===== config.mk =====
export PLATFORM = sky130hd
export DESIGN_NAME = fltadd_batch_seq
export DESIGN_NICKNAME = d
export VERILOG_FILES = /design/src/rtl/fltadd_batch_seq.sv
export SDC_FILE = /design/constraint.sdc
export NUM_CORES = 1
export LEC_CHECK = 0
export CAP_MARGIN = 25
export CORE_ASPECT_RATIO = 0.75
export CORE_UTILIZATION = 50
export CTS_CLUSTER_DIAMETER = 80
export CTS_CLUSTER_SIZE = 28
export DETAILED_ROUTE_END_ITERATION = 6
export DONT_BUFFER_PORTS = 1
export GPL_TIMING_DRIVEN = 0
export SYNTH_ARGS = -nofsm -noshare
export SYNTH_HDL_FRONTEND = slang
export SYNTH_SLANG_ARGS = --single-unit

===== constraint.sdc =====
create_clock -name clk -period 2.7 [get_ports clk]
set_clock_uncertainty 0.15 [all_clocks]
set_input_delay 0.135 -clock clk [delete_from_list [all_inputs] [get_ports clk]]
set_output_delay 0.135 -clock clk [all_outputs]
set_load 0.05 [all_outputs]

===== src/rtl/fltadd_batch_seq.sv =====
// Batch sequencer: walks fixed-layout 6-byte records in data memory, hands each
// same-sign operand pair to the half-precision adder and writes the sum back.
module fltadd_batch_seq #(
   parameter int BASE_ADDR = 128,
   parameter int REC_BYTES = 6,
   parameter int TIMEOUT   = 64
) (
   input  logic        clk,
   input  logic        reset,
   input  logic        start,
   input  logic [3:0]  num_pairs,
   output logic        busy,
   output logic        done,
   output logic        err,
   output logic [3:0]  skip_cnt,
   output logic [7:0]  mem_addr,
   output logic        mem_rd,
   output logic        mem_wr,
   output logic [7:0]  mem_wdata,
   input  logic [7:0]  mem_rdata,
   output logic        add_start,
   output logic [15:0] add_a,
   output logic [15:0] add_b,
   input  logic        add_done,
   input  logic [15:0] add_sum
);

   localparam int TW = $clog2(TIMEOUT + 1);

   typedef enum logic [3:0] {
      IDLE, RD_AH, RD_AL, RD_BH, RD_BL, CHECK, ISSUE, WAIT, WR_H, WR_L, NEXT, DONE
   } state_t;

   state_t        state, state_nx;
   logic [3:0]    npairs;
   logic [3:0]    rec;
   logic [4:0]    rec_inc;
   logic [7:0]    base;
   logic [15:0]   a_reg, b_reg, r_reg;
   logic [TW-1:0] tcnt;
   logic          tmo;

   // Record base address wraps modulo 256; rec compare uses a 5-bit increment.
   assign base    = 8'(BASE_ADDR + REC_BYTES * int'(rec));
   assign rec_inc = {1'b0, rec} + 5'd1;
   assign tmo     = (tcnt == TW'(TIMEOUT - 1));
   assign add_a   = a_reg;
   assign add_b   = b_reg;

   // State register.
   always_ff @(posedge clk) begin
      if (reset) state <= IDLE;
      else       state <= state_nx;
   end

   // Next-state and memory/adder strobes; strobes are suppressed while reset is high
   // so a write in flight at the reset edge never lands.
   always_comb begin
      state_nx  = state;
      mem_rd    = 1'b0;
      mem_wr    = 1'b0;
      mem_addr  = 8'd0;
      mem_wdata = 8'd0;
      add_start = 1'b0;
      case (state)
         IDLE:  if (start) state_nx = (num_pairs == 4'd0) ? NEXT : RD_AH;
         RD_AH: begin mem_rd = !reset; mem_addr = base;        state_nx = RD_AL; end
         RD_AL: begin mem_rd = !reset; mem_addr = base + 8'd1; state_nx = RD_BH; end
         RD_BH: begin mem_rd = !reset; mem_addr = base + 8'd2; state_nx = RD_BL; end
         RD_BL: begin mem_rd = !reset; mem_addr = base + 8'd3; state_nx = CHECK; end
         CHECK: state_nx = (a_reg[15] != b_reg[15]) ? WR_H : ISSUE;
         ISSUE: begin add_start = !reset; state_nx = WAIT; end
         WAIT: begin
            if (add_done) state_nx = WR_H;
            else if (tmo) state_nx = DONE;
         end
         WR_H: begin
            mem_wr = !reset; mem_addr = base + 8'd4; mem_wdata = r_reg[15:8]; state_nx = WR_L;
         end
         WR_L: begin
            mem_wr = !reset; mem_addr = base + 8'd5; mem_wdata = r_reg[7:0];  state_nx = NEXT;
         end
         NEXT:  state_nx = (npairs == 4'd0 || rec_inc == {1'b0, npairs}) ? DONE : RD_AH;
         DONE:  state_nx = IDLE;
         default: state_nx = IDLE;
      endcase
   end

   // Operand/result capture, record counter, timeout counter and status flags.
   always_ff @(posedge clk) begin
      if (reset) begin
         npairs   <= 4'd0;
         rec      <= 4'd0;
         a_reg    <= 16'd0;
         b_reg    <= 16'd0;
         r_reg    <= 16'd0;
         tcnt     <= '0;
         busy     <= 1'b0;
         done     <= 1'b0;
         err      <= 1'b0;
         skip_cnt <= 4'd0;
      end else begin
         case (state)
            IDLE: if (start) begin
               npairs   <= num_pairs;
               rec      <= 4'd0;
               done     <= 1'b0;
               err      <= 1'b0;
               skip_cnt <= 4'd0;
               busy     <= 1'b1;
            end
            RD_AH: a_reg[15:8] <= mem_rdata;
            RD_AL: a_reg[7:0]  <= mem_rdata;
            RD_BH: b_reg[15:8] <= mem_rdata;
            RD_BL: b_reg[7:0]  <= mem_rdata;
            CHECK: if (a_reg[15] != b_reg[15]) begin
               r_reg    <= 16'hFFFF;
               skip_cnt <= skip_cnt + 4'd1;
            end
            ISSUE: tcnt <= '0;
            WAIT: begin
               if (add_done) r_reg <= add_sum;
               else if (tmo) begin
                  err  <= 1'b1;
                  busy <= 1'b0;
                  done <= 1'b1;
               end else tcnt <= tcnt + 1'b1;
            end
            NEXT: begin
               rec <= rec_inc[3:0];
               if (state_nx == DONE) begin
                  busy <= 1'b0;
                  done <= 1'b1;
               end
            end
            default: ;
         endcase
      end
   end

endmodule

==> impl_metrics.csv <==
group,metric,value,unit
floorplanning,die_w,103,um
synthesis,synthesis.yosys.warnings,0,
critical_path,crit_fanout,4,
place,place_congestion,0.960,
power,leakagePower,1.67,nW
clocking,path_clk_slew,0.08,ns
timing,post-route-worst-setup-slack,0.0272,ns
global_route,grt_first_pass_wirelength,16700,um
outcome,outcome,"completed",
floorplanning,coreArea,0.00740,sq mm
hold_path,worst_hold_path_type,"input port to flip-flop",
detailed_routing,firstDrtPassIters,5,
synthesis,synth_top_cell_by_area,"sky130_fd_sc_hd__dfxtp_1",
critical_path,reg2reg_setup_slack,0.53,ns
hold_path,hold_path.startpoint,"start",
clocking,clock_tree.root_cell,"sky130_fd_sc_hd__clkbuf_8",
run,max_cap_violations,0,
timing,unrepaired_setup_endpoints_after_global_routing,"yes",
cells_and_area,final_net_count,564,
synthesis,yosys_top_cell_area_share,38.4,%
global_route,antenna_violations_before_repair,0,
cells_and_area,areaGrowthSynthToFinish,20.3,%
global_route,number_of_global_route_vias_before_repair,3309,
place,place_inst,574,
synthesis,synth-async-reset-ratio,0,%
synthesis,synth_top_cells_by_area,"sky130_fd_sc_hd__dfxtp_1, sky130_fd_sc_hd__nand2_1, sky130_fd_sc_hd__a21oi_1",
timing,final_min_period,2.67,ns
clocking,tritoncts_clock_tree,"done",
synthesis,synthDistinctLibCells,67,
synthesis,synth.ff_latch_count,74,
critical_path,critical_path.startpoint,"rec[0]",
floorplanning,pin_count,90,
timing,final_min_period_over_clock_period,99.0,%
cells_and_area,n_fill_cell,664,
clocking,max_clock_buf_depth,2,
detailed_routing,totalWireLength,10700,um
global_route,grt_overflow,0,
synthesis,synth_sequential_area_ratio,38.4,%
detailed_routing,drtAntennaViolNets,0,
timing,finalSetupViolations,0,
place,placement.io_buffers,0,
cells_and_area,antenna_cell_count,0,
synthesis,instance_count_of_the_mapped_netlist,473,
critical_path,criticalPathCategory,"flip-flop to primary output",
timing,fmaxAchievable,374,MHz
synthesis,ys.flop_type,"sky130_fd_sc_hd__dfxtp_1",
critical_path,cp_data_required_time,2.41,ns
floorplanning,dieArea,0.00808,sq mm
detailed_routing,drt-wirelength-per-cell,17.0,um
timing,finalMaxSlewViolations,0,
synthesis,yosys-top-cells-count,"sky130_fd_sc_hd__nand2_1, sky130_fd_sc_hd__dfxtp_1, sky130_fd_sc_hd__a21oi_1, sky130_fd_sc_hd__nor2_1, sky130_fd_sc_hd__a211oi_1",
synthesis,synth_edf_count,0,
cells_and_area,drive_above_1_share,16.7,%
power,vdd.ir_drop.worst,0.278,mV
synthesis,synth.most_common_cell,"sky130_fd_sc_hd__nand2_1",
place,pre_cts_slack,-0.0269,ns
synthesis,syn_nets,514,
timing,slew_headroom,41.4,%
detailed_routing,post_detailed_route_drc_marker_count,0,
critical_path,critical_path_arrival,2.39,ns
detailed_routing,drt-vias-per-instance,5.70,
global_route,track_usage,27.3,%
clocking,tritoncts_buffers,9,
place,place_area,0.00399,sq mm
global_route,pin_count_of_the_biggest_net_entering_global_routing,13,
critical_path,crit_path_end_kind,"primary output",
clocking,clock_sink_count,74,
place,detailedPlacementHpwl,7330,um
clocking,htreeDepth,3,
power,power_density,620,mW/mm^2
cells_and_area,final_core_area_utilization,62.8,%
critical_path,r2r_startpoint,"add_b[15]",
cells_and_area,layoutNonFillerInstCount,629,
synthesis,syn-mean-instance-area,8.16,sq um
synthesis,mappedNetlistArea,0.00386,sq mm
floorplanning,std_cell_rows,27,
detailed_routing,detailroute.via_count,3583,
critical_path,worst_setup_path_start_kind,"flip-flop",
timing,pin_slew_with_the_least_headroom_to_its_limit,0.875,ns
timing,hold_viol,0,
cells_and_area,layout.cell_area.non_filler,0.00464,sq mm
floorplanning,chipHeight,78.1,um
clocking,clk_latency_worst_skew_pair,0.35,ns
floorplanning,initial_utilization,52.2,%
detailed_routing,dr.first_iter.drc_count,151,
timing,setup-tns-final,0,ns
[routing by layer]
| layer | wire, um | up-vias | global-route usage [%] |
|---|---|---|---|
| met5 | 0 | - | 0 |
| met4 | 136 | 0 | 7.04 |
| met3 | 723 | 12 | 7.93 |
| met2 | 4810 | 117 | 41.8 |
| met1 | 5050 | 1695 | 37.4 |
| li1 | - | 1759 | - |
[cell type report]
class / instances / area (sq um) / share of cell area (%)
plain buffers: 28 / 165 / 3.56
clock buffers: 12 / 135 / 2.91
clock inverters: 4 / 52.6 / 1.13
inverters: 8 / 30.0 / 0.647
multi-input cells: 363 / 2280 / 49.0
flip-flops and latches: 74 / 1490 / 32.1
well taps: 101 / 126 / 2.72
repair buffers: 39 / 365 / 7.87
[cells by family (layout without fill, tap and decap cells)]
logic type / after synthesis / count (layout) / synth area share [%]
buffers and inverters: 36 / 91 / 5.06
flip-flops: 74 / 74 / 38.4
XOR/XNOR: 17 / 17 / 4.25
AND/OR/NAND/NOR: 206 / 206 / 26.4
multiplexers: 3 / 3 / 0.810
adder cells (fa/ha/maj): 9 / 9 / 3.11
AO/OA/AOI/OAI: 128 / 128 / 22.0
[metrics by stage]
step | total power [W] | hold slack (ns)
after floorplan | 0.00186 | 0.121
after global placement | 0.00199 | 0.122
after detailed placement | 0.00200 | 0.127
after CTS | 0.00290 | 0.0128
after global routing | 0.00300 | 0.0547
final | 0.00288 | 0.0338
[critical path, stage by stage, from the launching register on]
cell and delay (ns):
sky130_fd_sc_hd__dfxtp_4 0.37, sky130_fd_sc_hd__ha_4 0.17, sky130_fd_sc_hd__fa_2 0.42, sky130_fd_sc_hd__a21o_4 0.26, sky130_fd_sc_hd__a21o_1 0.15, sky130_fd_sc_hd__a211o_1 0.26
sky130_fd_sc_hd__a41oi_2 0.16, sky130_fd_sc_hd__or3_4 0.24
[worst paths after layout]
path,end,cells after the start
max,mem_addr[7],7
min,busy,2
max reg2reg,r_reg[7],6
min reg2reg,tcnt[6],2
[power breakdown]
group | switching [W] | internal [W] | total, W
sequential | 0.000203 | 0.00115 | 0.00135
combinational | 0.000455 | 0.000232 | 0.000687
clock | 0.000406 | 0.000430 | 0.000836
[placed cells by master (no fill, tap or decap), drive strengths merged, types with 3 or more instances in the layout]
cell type and count:
a31oi 3, nor3 7, xnor2 11, nor2 64
buf 27, dfxtp 74, a22o 8, o21ai 12
nand3b 3, nand3 10, a41oi 3, clkinv 3
dlygate4sd3 29, nand4 3, inv 8, xor2 6
o21a 3, ha 8, or3 3, nand2 93
a21oi 58, a211oi 20, clkbuf 23, nand2b 9
[repair_timing]
action,CTS,global route
endpoints found under the hold margin,55,0
gates resized for setup,12,13
pin swaps,3,7
setup buffers,3,7
endpoints found under the setup margin,9,6
hold buffers,29,0
Power figures use the tool's default switching activity.
